<file path="src/rtl/clk_step_ctrl.sv">
// Core clock-enable generator: free-run divider or debounced single-step.
// Optional CLK_STEP_CLKOUT_EN adds a visible cpu_clk square wave output.
module clk_step_ctrl #(
    parameter int DIV_W     = 8,
    parameter int DB_CYCLES = 16,
    parameter int CNT_W     = 16
) (
    input  logic             clk,
    input  logic             rst,
    input  logic             run_mode,
    input  logic             step_btn,
    input  logic [DIV_W-1:0] div_ratio,
    output logic             cpu_ce,
    output logic             halted,
    output logic [CNT_W-1:0] step_count
`ifdef CLK_STEP_CLKOUT_EN
    ,
    output logic             cpu_clk
`endif
);

    localparam int DB_W = (DB_CYCLES > 2) ? $clog2(DB_CYCLES) : 1;
    localparam logic [DB_W-1:0] DB_LAST = DB_W'(DB_CYCLES - 1);

    typedef enum logic [1:0] {
        HALT      = 2'd0,
        RUN       = 2'd1,
        STEP_WAIT = 2'd2
    } state_t;

    logic [1:0] async_in;
    logic [1:0] sync_out;
    logic       run_s;
    logic       btn_s;

    assign async_in = {step_btn, run_mode};

    generate
        for (genvar gi = 0; gi < 2; gi++) begin : g_sync
            logic s1_reg;
            logic s2_reg;
            always_ff @(posedge clk or negedge rst) begin
                if (!rst) begin
                    s1_reg <= 1'b0;
                    s2_reg <= 1'b0;
                end else begin
                    s1_reg <= async_in[gi];
                    s2_reg <= s1_reg;
                end
            end
            assign sync_out[gi] = s2_reg;
        end
    endgenerate

    assign run_s = sync_out[0];
    assign btn_s = sync_out[1];

    logic [DB_W-1:0] db_cnt_reg;
    logic            db_lvl_reg;
    logic            db_lvl_d_reg;
    logic            step_req;

    // The level only moves after DB_CYCLES consecutive disagreeing samples.
    always_ff @(posedge clk or negedge rst) begin
        if (!rst) begin
            db_cnt_reg   <= '0;
            db_lvl_reg   <= 1'b0;
            db_lvl_d_reg <= 1'b0;
        end else begin
            db_lvl_d_reg <= db_lvl_reg;
            if (btn_s == db_lvl_reg) begin
                db_cnt_reg <= '0;
            end else if (db_cnt_reg == DB_LAST) begin
                db_lvl_reg <= btn_s;
                db_cnt_reg <= '0;
            end else begin
                db_cnt_reg <= db_cnt_reg + 1'b1;
            end
        end
    end

    assign step_req = db_lvl_reg & ~db_lvl_d_reg;

    state_t           state_reg, state_next;
    logic             cpu_ce_reg, cpu_ce_next;
    logic [DIV_W-1:0] div_cnt_reg, div_cnt_next;
    logic             halted_reg;
    logic [CNT_W-1:0] step_count_reg;

    always_ff @(posedge clk or negedge rst) begin
        if (!rst) begin
            state_reg      <= HALT;
            cpu_ce_reg     <= 1'b0;
            div_cnt_reg    <= '0;
            halted_reg     <= 1'b1;
            step_count_reg <= '0;
        end else begin
            state_reg   <= state_next;
            cpu_ce_reg  <= cpu_ce_next;
            div_cnt_reg <= div_cnt_next;
            halted_reg  <= (state_next == HALT);
            if (cpu_ce_reg) begin
                step_count_reg <= step_count_reg + 1'b1;
            end
        end
    end

    always_comb begin
        state_next   = state_reg;
        cpu_ce_next  = 1'b0;
        div_cnt_next = div_cnt_reg;
        case (state_reg)
            HALT: begin
                if (run_s) begin
                    state_next   = RUN;
                    div_cnt_next = '0;
                end else if (step_req) begin
                    cpu_ce_next = 1'b1;
                    state_next  = STEP_WAIT;
                end
            end
            STEP_WAIT: begin
                if (run_s) begin
                    state_next   = RUN;
                    div_cnt_next = '0;
                end else if (!db_lvl_reg) begin
                    state_next = HALT;
                end
            end
            RUN: begin
                if (!run_s) begin
                    state_next   = HALT;
                    div_cnt_next = '0;
                end else if (div_cnt_reg >= div_ratio) begin
                    // >= so a ratio lowered mid-count fires at once instead of wrapping
                    cpu_ce_next  = 1'b1;
                    div_cnt_next = '0;
                end else begin
                    div_cnt_next = div_cnt_reg + 1'b1;
                end
            end
            default: begin
                state_next   = HALT;
                div_cnt_next = '0;
            end
        endcase
    end

    assign cpu_ce     = cpu_ce_reg;
    assign halted     = halted_reg;
    assign step_count = step_count_reg;

`ifdef CLK_STEP_CLKOUT_EN
    logic cpu_clk_reg;

    always_ff @(posedge clk or negedge rst) begin
        if (!rst) begin
            cpu_clk_reg <= 1'b0;
        end else if (cpu_ce_reg) begin
            cpu_clk_reg <= ~cpu_clk_reg;
        end
    end

    assign cpu_clk = cpu_clk_reg;
`endif

endmodule

</file>
<file path="config.mk">
export PLATFORM = sky130hd
export DESIGN_NAME = clk_step_ctrl
export DESIGN_NICKNAME = d
export VERILOG_FILES = /design/src/rtl/clk_step_ctrl.sv
export SDC_FILE = /design/constraint.sdc
export NUM_CORES = 1
export LEC_CHECK = 0
export BUFFER_PORTS_ARGS = -buffer_cell sky130_fd_sc_hd__buf_2
export CAP_MARGIN = 30
export CORE_MARGIN = 2
export CORE_UTILIZATION = 55
export CTS_CLUSTER_DIAMETER = 60
export DETAILED_ROUTE_END_ITERATION = 6
export PLACE_DENSITY = 0.78
export SYNTH_ARGS = -nofsm -noshare
export SYNTH_HDL_FRONTEND = slang
export SYNTH_SLANG_ARGS = --single-unit
</file>
<file path="constraint.sdc">
create_clock -name clk -period 2 [get_ports clk]
set_input_delay 0.6 -clock clk [delete_from_list [all_inputs] [get_ports clk]]
set_output_delay 0.6 -clock clk [all_outputs]
set_load 0.005 [all_outputs]
</file>
-- Word-level counts from Yosys, hierarchy flattened
Cells that the tools add are included.
- output and inout port bits: 18
- bits of input ports: 12
- logic and storage cells: 45
- flip-flop bits (word level): 38
- reductions and logical operators: 4
- muxes and demuxes: 17
- add/sub/neg operators: 3
- $lt $le $gt $ge: 1
- eq/ne operators: 5
- bitwise operators: 3
- operators with widths (operator ; number):
    two-way mux 8 bit ; 3
    adder 16 x 1 -> 16 bit (second input constant) ; 1
    case mux 8 bit (2 select lines) ; 1
    two-way mux 2 bit ; 5
    adder 8 x 1 -> 8 bit (second input constant) ; 1
    >= comparator 8 bit ; 1
    two-way mux 4 bit ; 2
    case mux 2 bit (3 select lines) ; 1
    adder 4 x 1 -> 4 bit (second input constant) ; 1
    equality test 4 bit (second input constant) ; 1
    logical NOT 2 bit ; 2
    two-way mux 1 bit ; 4
    equality test 2 x 1 -> 1 bit (second input constant) ; 1
    equality test 2 bit (second input constant) ; 1
    != test 2 x 1 -> 1 bit (second input constant) ; 1
    inverter 1 bit ; 2
    case mux 1 bit (2 select lines) ; 1
    AND reduction 2 bit ; 1
    OR reduction 2 bit ; 1
    bitwise AND 1 bit ; 1
    equality test 1 bit ; 1

-- Logic depth before layout (Yosys ltp)
Gate-level depths: netlist (run 1).
- word-level depth: 6
- mapped depth: 8
- depth with buffers taken out: 7

-- Least setup slack after synthesis (run 1)
No wires, ideal clock.
- path kind: input to register
- from: in div_ratio[7]
- to: reg div_cnt_reg[5]
- path buffers: 1
- setup time: 0.121 ns
- path slack: -0.012 ns
- required time: 1.879 ns
- cell stages on the path: 8
- arrival time: 1.891 ns
- cells stage by stage: inv_1 ha_1 and4_2 o21ai_2 o21ba_2 buf_6 a21o_1 a22o_2
- cells in the longest elaborated chain, start to end: 4
- RTL lines (item ; line ; text):
    start: declaration ; 12 ; input logic [DIV_W-1:0] div_ratio,
    >= comparator 8 bit ; 134 ; end else if (div_cnt_reg >= div_ratio) begin
    two-way mux 8 bit ; 134 ;
    two-way mux 8 bit ; 131 ; if (!run_s) begin
    case mux 8 bit (2 select lines) ; 112 ; case (state_reg)
    end signal: assignment ; 100 ; div_cnt_reg <= div_cnt_next;
    end: declaration ; 86 ; logic [DIV_W-1:0] div_cnt_reg, div_cnt_next;
Every way passes these cells.
A chain may end at the register's enable or synchronous reset.

-- Worst setup path after layout (run 1)
- from: reg div_cnt_reg[0]
- to: reg div_cnt_reg[6]
- cells in the longest elaborated chain, start to end: 4
- RTL lines (item ; line):
    adder 8 x 1 -> 8 bit or >= comparator 8 bit (tied branches) ; 139, 134
    two-way mux 8 bit * ; 134
    two-way mux 8 bit * ; 131
    case mux 8 bit (2 select lines) * ; 112
Mark *: on every way between the ends. The rest lies on a longest branch, timed or not.

==> results of run 1 <==
-- worst max-delay path: stages, from the launching register on --
cell and delay (ns):
dfrtp_1 0.41, inv_1 0.08, ha_1 0.27, nand2b_4 0.15, a2111oi_4 0.38, o21ba_4 0.25, buf_4 0.14, a22o_2 0.12
-- final cells by class --
| cell class | count | area (µm²) | share of cell area |
|---|---|---|---|
| Clock inverter | 3 | 40.0 | 0.0188 |
| Inverter | 10 | 37.5 | 0.0177 |
| Tap cell | 44 | 55.1 | 0.0259 |
| Multi-Input combinational cell | 109 | 836 | 0.393 |
| Sequential cell | 38 | 952 | 0.448 |
| Timing Repair Buffer | 32 | 168 | 0.0789 |
| Clock buffer | 5 | 37.5 | 0.0177 |
-- through the flow --
step | total power, mW | utilization | setup TNS (ns) | std cells
3_3_place_gp | 0.924 | 0.660 | -0.251 | 233
4_1_cts | 1.44 | 0.685 | 0 | 241
6_report | 1.42 | 0.685 | 0 | 241
5_1_grt | 1.50 | 0.685 | 0 | 241
2_1_floorplan | 0.888 | - | 0 | 158
3_5_place_dp | 0.933 | 0.660 | -0.430 | 233
-- worst min path at each step --
stage / to / depth (start not counted)
floorplan: btn_s / 0
global placement: g_sync[0].s2_reg / 0
detailed placement: g_sync[0].s2_reg / 0
CTS: div_cnt_reg[0] / 2
global route: div_cnt_reg[1] / 2
finish: div_cnt_reg[0] / 2
-- logic make-up (layout without fill, tap and decap cells) --
family / count (synthesis) / count (layout) / share of synthesized area
and+or+nand+nor: 53 / 53 / 0.154
DFF: 38 / 38 / 0.524
AOI/OAI and AO/OA: 23 / 23 / 0.109
xor gates and xnor gates: 19 / 19 / 0.0916
adders and majority gates: 11 / 11 / 0.0758
buffers and inverters: 11 / 50 / 0.0269
muxes: 3 / 3 / 0.0186
-- power by group --
group          internal (mW)  leakage (nW)  switching [mW]
clock                  0.259        0.0450           0.242
combinational         0.0570         0.544          0.0548
sequential             0.787         0.507          0.0172
total                   1.10          1.10           0.314
-- placed cells by master, fill, tap and decap left out, drive strengths merged --
cell type / count
nand2: 13
dfstp: 1
a21oi: 3
buf: 32
a2111oi: 1
and4: 1
dfrtp: 37
nand4: 4
o211ai: 1
xnor2: 12
nand4b: 1
and3b: 1
nor2b: 1
a21o: 3
clkbuf: 5
nor3b: 1
ha: 11
or2: 1
nand3b: 3
a41oi: 1
o21ai: 5
bufinv: 1
o21a: 1
mux2: 3
o21ba: 1
and3: 3
inv: 10
a22o: 6
nand3: 6
xor2: 7
nor2: 14
a21boi: 1
nand2b: 3
clkinv: 2
and2: 1
-- per-layer routing --
layer,GRT usage,vias up,part of all wire
li1,-,617,-
met5,0,-,0
met1,0.217,620,0.43
met2,0.316,24,0.51
met4,0.0912,0,0.019
met3,0.0441,7,0.036
==> out/qor.txt, run 1 <==
Number of flip-flops in the largest register: 16
Final Slew Violations: 0
Largest net degree at the start of global routing: 39
Hold WC Path Type: input port to async pin
Wirelength, routed: 2880 µm
DIE HEIGHT: 61.5 µm
Yosys Warn Count: 0
DR WL/cell: 11.9 µm
Seq cells post-synth: 38
Antenna Nets Post-Route: 0
Arrival @ worst endpoint: 2.13 ns
Core Rows: 20
First-pass GRT wire length: 5080 µm
Reg2reg path depth: 7
Count leader, synth: dfrtp_1
Max-cap violation count: 0
Die Wd: 61.5 µm
DP Area: 0.00205 mm²
Total GRT Usage: 0.185
Max clock buf depth: 2
Number of global-route vias before repair: 1228
Final worst slack: 0.151 ns
Synth top area share: 0.510
Peak Freq: 541 MHz
Worst hold slack: 0.279 ns
Gr ovfl total: 0
Post-synth ARST share: 1.00
Critical path peak fanout: 9
Crit. End Element: flip-flop
Data required time of the worst path: 2.28 ns
Layout cells sized above 1: 0.305
Post-CTS Setup Inserts: 0
Clk_skew: 0.0104 ns
Initial DRC Count: 47
Nets: 219
RD Place Congestion: 0.740
I/O pins: 30
Syn Nets: 181
Library cells used by synthesis: 36
CTS clock-pin slew for the worst setup and hold paths: 0.11 ns
Final instance area: 0.00213 mm²
Initial antenna violation count: 0
Number of flops mapped to enable cells by yosys: 0
Setup violators final: 0
Clock root buffer: clkbuf_4
Vias: 1268
Antenna Cells: 0
Min Clock Period, post-route: 1.85 ns
Ys flop type: dfrtp_1
Synthesized cell area: 0.00182 mm²
Seq/Total Area, Yosys: 0.524
Fillcell total: 251
Final hold vios: 0
Post-Syn Instances: 158
Hold Buf Count CTS: 0
Most frequent cells after synthesis: dfrtp_1, nand2_1, nor2_1, xnor2_1, ha_1
Worst r2r dst: div_cnt_reg[6]
Fin crit share: 0.924
Initial core utilization: 0.585
Core outline area: 0.00310 mm²
Worst slew pin tran: 0.448 ns
Worst vdd ir: 0.000440 V
DPL Wire Length: 2160 µm
H-tree levels: 2
Post-synth top area cell: dfrtp_1
Syn-to-layout area delta: 17.0%
Worst setup path endpoint: div_cnt_reg[6]
Worst Setup Path Type: flip-flop to flip-flop
Critical Path Source Type: flip-flop
Drt pass-1 iters: 4
Cell Pwr Density: 667 mW/mm²
Die area: 0.00378 mm²
Status: complete, no violations
Most area-consuming cells after synthesis: dfrtp_1, ha_1, xnor2_1, xor2_1, a22o_2
Mean Syn Cell Area: 11.5 µm²
# DRC: 0
CTS sink count: 38
Dpl ws: -0.0857 ns
Critical Path Source: div_cnt_reg[0]
Post-CTS Resized: 0
Clk_lat worst skew: 0.34 ns
Port buffer count: 29
CTS tree: built
Slew margin rel.: 0.702
RSZ-0062 raised after global routing: false
Pleak: 1.10 nW
Num CTS Buffers: 5
Worst r2r src: div_cnt_reg[0]
Via density: 5.26
R2R Setup Slk: 0.15 ns
No activity file was read; power rests on OpenSTA's default activity.
==> inputs of run 2 (changes only) <==
--- a/config.mk
+++ b/config.mk
@@ -5,13 +5,15 @@
 export SDC_FILE = /design/constraint.sdc
 export NUM_CORES = 1
 export LEC_CHECK = 0
+export ABC_AREA = 1
 export BUFFER_PORTS_ARGS = -buffer_cell sky130_fd_sc_hd__buf_2
 export CAP_MARGIN = 30
 export CORE_MARGIN = 2
-export CORE_UTILIZATION = 55
+export CORE_UTILIZATION = 56
 export CTS_CLUSTER_DIAMETER = 60
 export DETAILED_ROUTE_END_ITERATION = 6
-export PLACE_DENSITY = 0.78
+export HOLD_SLACK_MARGIN = 0.03
+export PLACE_DENSITY = 0.79
 export SYNTH_ARGS = -nofsm -noshare
 export SYNTH_HDL_FRONTEND = slang
 export SYNTH_SLANG_ARGS = --single-unit
==> out/qor.txt, run 2 <==
Port buffer count: 29 (unchanged)
DIE HEIGHT: 62.5 µm (+1.7%)
Crit. End Element: flip-flop
Setup tns final: 0 ns (unchanged)
Library cells used by synthesis: 25 (-31%)
Largest net degree at the start of global routing: 39 (unchanged)
Post-CTS Setup Inserts: 0 (unchanged)
CTS sink count: 38 (unchanged)
Seq cells post-synth: 38 (unchanged)
Syn-to-layout area delta: 15.4%
Worst hold slack: 0.287 ns (+0.00834 ns)
Num CTS Buffers: 5 (unchanged)
Slew margin rel.: 0.701 (-0.000743)
Data required time of the worst path: 2.27 ns (about the same)
Drt pass-1 iters: 4 (unchanged)
H-tree levels: 2 (unchanged)
Post-CTS Resized: 0 (unchanged)
CP Cell Sequence: inv_1 > ha_1 > nand2_1 > nor2_1 > nor2_1 > nand2_1 > a21oi_2 > nand2_1 > a21oi_1
Most area-consuming cells after synthesis: dfrtp_1, inv_1, nand2_1, ha_1, xor2_1
Cell count after placement: 288 (+24%)
Crit path buffers/inverters: 1 (-1)
Most frequent cells after synthesis: inv_1, nand2_1, dfrtp_1, nor2_1, xor2_1
Antenna Nets Post-Route: 0 (unchanged)
DR WL/cell: 10.3 µm (-14%)
Peak Freq: 589 MHz (+9.0%)
Initial antenna violation count: 0 (unchanged)
Most frequent cells in the layout: inv_1, nand2_1, dfrtp_1
Final Slew Violations: 0 (unchanged)
RD Place Congestion: 0.823 (+11%)
Hold WC Path Type: input port to async pin
Post-Syn Instances: 212 (+34%)
Yosys Warn Count: 0 (unchanged)
Initial DRC Count: 45 (-4.3%)
Worst slew pin tran: 0.449 ns (+0.00112 ns)
Layout cells sized above 1: 0.204 (-0.101)
Worst vdd ir: 0.000448 V (+1.9%)
Post-synth top area cell: dfrtp_1
Wirelength, routed: 3040 µm (+5.8%)
Clock root buffer: clkbuf_4
Pleak: 1.23 nW (+13%)
Clk_skew: 0.0109 ns (+0.000490 ns)
Final hold vios: 0 (unchanged)
I/O pins: 30 (unchanged)
Number of global-route vias before repair: 1290 (+5.0%)
Mean Syn Cell Area: 9.05 µm² (-21%)
Hold Buf Count CTS: 0 (unchanged)
Critical Path Source Type: flip-flop
Cell Pwr Density: 662 mW/mm² (-0.69%)
CTS clock-pin slew for the worst setup and hold paths: 0.11 ns (about the same)
Clk_lat worst skew: 0.33 ns (about the same)
# DRC: 0 (unchanged)
Layout Cells excl Fill: 296 (+23%)
Number of flip-flops in the largest register: 16 (unchanged)
Post-synth ARST share: 1.00 (unchanged)
CTS tree: built
Fin crit share: 0.848 (-0.0760)
Status: complete, no violations
Synth top area share: 0.482 (-0.0272)
Register area: 952 µm² (unchanged)
Max-cap violation count: 0 (unchanged)
Nets: 272 (+24%)
Antenna Cells: 0 (unchanged)
CP max stage cell: dfrtp_1
Core outline area: 0.00331 mm² (+6.7%)
Critical path peak fanout: 6 (-3)
Vias: 1421 (+12%)
Worst Setup Path Type: flip-flop to flip-flop
Die Wd: 62.5 µm (+1.7%)
Ys flop type: dfrtp_1
Arrival @ worst endpoint: 1.96 ns (-0.17 ns)
Number of flops mapped to enable cells by yosys: 0 (unchanged)
Fillcell total: 296 (+18%)
Crit path largest cell delay: 0.46 ns (+0.05 ns)
Initial core utilization: 0.580 (-0.00574)
Setup violators final: 0 (unchanged)
Seq/Total Area, Yosys: 0.496 (-0.0280)
Area of the multi-input gates: 806 µm² (-3.6%)
DPL Wire Length: 2280 µm (+5.2%)
RSZ-0062 raised after global routing: false
Total GRT Usage: 0.178 (-0.00645)
Top cell by count, worst path: nand2_1
Core Rows: 21 (+5.0%)
Syn Nets: 235 (+30%)
Max clock buf depth: 2 (unchanged)
Min Clock Period, post-route: 1.70 ns (-0.152 ns)
First-pass GRT wire length: 5460 µm (+7.5%)
Gr ovfl total: 0 (unchanged)
Synthesized cell area: 0.00192 mm² (+5.6%)
Via density: 4.80 (-8.8%)
Die area: 0.00391 mm² (+3.5%)
CP delay by family, top: flip-flops
run 2: cells by family (layout without fill, tap and decap cells):
family | count (synthesis) | in the layout | share of synthesized area
AND/OR/NAND/NOR | 86 | 86 | 0.211
buffers and inverters | 43 | 81 | 0.0841
flip-flops | 38 | 38 | 0.496
XOR/XNOR | 21 | 21 | 0.0958
AO/OA/AOI/OAI | 12 | 12 | 0.0359
adder cells (fa/ha/maj) | 11 | 11 | 0.0717
multiplexers | 1 | 1 | 0.00587
run 2: path summary, 6_finish.rpt:
kind | from | end | slack [ns] | depth (start not counted)
worst max register to register | div_cnt_reg[0] | div_cnt_reg[2] | 0.30 | 9
worst max-delay path | div_cnt_reg[0] | div_cnt_reg[2] | 0.30 | 9
worst min register to register | g_sync[1].s1_reg | btn_s | 0.37 | 0
min in group clk | run_mode | g_sync[0].s1_reg | 0.36 | 1
worst min-delay path | rst | step_count[2] | 0.29 | 2
max in group asynchronous | rst | halted | 1.36 | 2
run 2: through the flow:
step                      area [µm²]  utilization  setup slack (ns)  power [mW]
after floorplan                 1920            -             0.313       0.901
after global placement          2130        0.643             0.138       0.951
after detailed placement        2130        0.643            0.0836       0.957
after CTS                       2210        0.669             0.301        1.49
after global routing            2210        0.669            0.0880        1.55
final                           2210        0.669             0.304        1.47
run 2: routing by layer:
metal  wire length (µm)  GRT usage
met5                  0          0
met2               1490      0.280
met1               1400      0.226
met3                115     0.0541
met4                 41     0.0861
run 2: power breakdown:
group	internal, mW	switching, mW	total [mW]	leakage (nW)
clock	0.299	0.228	0.527	0.0455
combinational	0.0490	0.0693	0.118	0.681
sequential	0.795	0.0263	0.821	0.507
total	1.14	0.324	1.47	1.23
run 2: cell type report:
type / count / area share
Tap cell: 46 / 0.0260
Timing Repair Buffer: 30 / 0.0689
Multi-Input combinational cell: 131 / 0.364
Inverter: 43 / 0.0729
Clock buffer: 7 / 0.0249
Sequential cell: 38 / 0.430
Clock inverter: 1 / 0.0136
==> inputs of run 3 (changes only) <==
==> constraint.sdc (replaced) <==
create_clock -name clk -period 1.7 [get_ports clk]
set_input_delay 0.51 -clock clk [delete_from_list [all_inputs] [get_ports clk]]
set_output_delay 0.51 -clock clk [all_outputs]
set_load 0.005 [all_outputs]
==> out/qor.txt, run 3 (synthesis gave the netlist of run 2 again) <==
Status: complete, no violations
Gate power share: 0.108 (+0.027)
Antenna Nets Post-Route: 0 (unchanged)
Final Slew Violations: 0 (unchanged)
Clock root buffer: clkbuf_4
Peak Freq: 642 MHz (+9.0%)
Switch Pwr: 0.416 mW (+28%)
Via density: 4.91 (+2.2%)
Critical Path Source Type: flip-flop
R2R Setup Slk: 0.14 ns (-0.16 ns)
Gr ovfl total: 0 (unchanged)
Clk_lat worst skew: 0.35 ns (+0.02 ns)
Arrival @ worst endpoint: 1.83 ns (-0.13 ns)
CP Cell Sequence: ha_4 > nand2_2 > nor2_1 > nor2_1 > nand2_1 > a21oi_4 > buf_6 > nand3_1 > nand2_1
CTS clock-pin slew for the worst setup and hold paths: 0.12 ns (about the same)
Hold Buf Count CTS: 0 (unchanged)
Cell Pwr Density: 755 mW/mm² (+14%)
Clk_skew: 0.0186 ns (+0.00771 ns)
Reg2reg path depth: 9 (unchanged)
H-tree levels: 2 (unchanged)
Drt pass-1 iters: 4 (unchanged)
Setup violators final: 0 (unchanged)
Worst r2r dst: div_cnt_reg[1]
Port buffer count: 29 (unchanged)
RD Place Congestion: 0.868 (+5.6%)
Nets: 281 (+3.3%)
Crit path largest cell delay: 0.44 ns (-0.02 ns)
Total GRT Usage: 0.202 (+0.0242)
Number of flip-flops in the largest register: 16 (unchanged)
Min Clock Period, post-route: 1.56 ns (-0.140 ns)
Fin crit share: 0.916 (+0.0675)
Critical path peak fanout: 5 (-1)
Sw Ratio: 0.232 (+0.0115)
Max clock buf depth: 2 (unchanged)
Cell count after placement: 295 (+2.4%)
Worst hold slack: 0.169 ns (-0.118 ns)
Clock power share: 0.354 (-0.005)
Data required time of the worst path: 1.97 ns (-0.30 ns)
Slew margin rel.: 0.603 (-0.0979)
Worst slew pin tran: 0.591 ns (+0.142 ns)
Number of global-route vias before repair: 1449 (+12%)
Die Wd: 62.5 µm (unchanged)
DR WL/cell: 11.8 µm (+15%)
Critical Path Source: div_cnt_reg[3]
DP Area: 0.00218 mm² (+2.5%)
Antenna Cells: 0 (unchanged)
Initial antenna violation count: 0 (unchanged)
Commonest non-fill, non-tap cell in the layout: inv_1
Largest net degree at the start of global routing: 39 (unchanged)
CTS tree: built
Num CTS Buffers: 5 (unchanged)
Worst vdd ir: 0.000512 V (+14%)
Int Power: 1.37 mW (+20%)
First-pass GRT wire length: 6240 µm (+14%)
I/O pins: 30 (unchanged)
Initial DRC Count: 70 (+56%)
Worst Setup Path Type: flip-flop to flip-flop
Final hold vios: 0 (unchanged)
Syn-to-layout area delta: 23.5%
# DRC: 0 (unchanged)
Sequential Power Share: 0.538 (-0.022)
Layout cells sized above 1: 0.270 (+0.0663)
Core outline area: 0.00331 mm² (unchanged)
Post-layout util: 0.716 (+0.0469)
Vias: 1497 (+5.3%)
Worst r2r src: div_cnt_reg[3]
Fillcell total: 249 (-16%)
Max-cap violation count: 0 (unchanged)
DIE HEIGHT: 62.5 µm (unchanged)
CP max stage cell: dfrtp_1
DPL Wire Length: 2520 µm (+11%)
Worst setup path endpoint: div_cnt_reg[1]
Die area: 0.00391 mm² (unchanged)
RSZ-0062 raised after global routing: false
Initial core utilization: 0.580 (unchanged)
Layout Cells excl Fill: 305 (+3.0%)
Setup tns final: 0 ns (unchanged)
Most frequent cells in the layout: inv_1, nand2_1, dfrtp_1
Pleak: 1.30 nW (+5.3%)
CTS sink count: 38 (unchanged)
Hold WC Path Type: input port to async pin
Core Rows: 21 (unchanged)
Final instance area: 0.00237 mm² (+7.0%)
Wirelength, routed: 3610 µm (+19%)
Crit. End Element: flip-flop
[run 3: final cells by class]
type	count	area, µm²	share of cell area
multi-input cells	131	890	0.375
well taps	46	57.6	0.0243
flip-flops and latches	38	952	0.402
clock inverters	1	30.0	0.0127
clock buffers	7	55.1	0.0232
inverters	43	161	0.0681
repair buffers	39	224	0.0945
[run 3: metrics by stage]
step | total power, mW | setup WS [ns]
2_1_floorplan | 1.06 | 0.103
6_report | 1.79 | 0.143
5_1_grt | 1.89 | 0.0213
3_3_place_gp | 1.13 | -0.0430
3_5_place_dp | 1.14 | -0.116
4_1_cts | 1.77 | 0.0844
[run 3: power by group through the flow]
stage / logic (mW) / registers [mW] / clock network, mW
finish: 0.193 / 0.963 / 0.632
global route: 0.222 / 0.968 / 0.698
global placement: 0.149 / 0.979 / 0
floorplan: 0.0799 / 0.980 / 0
detailed placement: 0.156 / 0.980 / 0
CTS: 0.158 / 0.963 / 0.651
[run 3: critical path, delay by kind of cell (launching register included)]
kind | cells | cell delay, ns
adder cells (fa/ha/maj) | 1 | 0.24
flip-flops | 1 | 0.44
buffers and inverters | 1 | 0.14
AND/OR/NAND/NOR | 6 | 0.44
AO/OA/AOI/OAI | 1 | 0.25
[run 3: worst min path at each step]
stage,cells after the start,slack (ns),to
global placement,0,0.33,g_sync[0].s2_reg
finish,2,0.17,step_count[5]
floorplan,0,0.21,btn_s
global route,2,0.19,step_count[5]
CTS,2,0.18,step_count[5]
detailed placement,0,0.34,btn_s
[run 3: what timing repair did]
item                       CTS  global route
resized for setup            0            14
buffers inserted             0             2
setup endpoints to repair    0             7
[run 3: layer usage]
layer  vias up  part of all wire  track usage  wire length (µm)
met3         8             0.046       0.0577               166
met4         0             0.011       0.0583                38
li1        748                 -            -                 -
met2        32              0.50        0.339              1800
met5         -                 0            0                 0
met1       709              0.44        0.257              1600
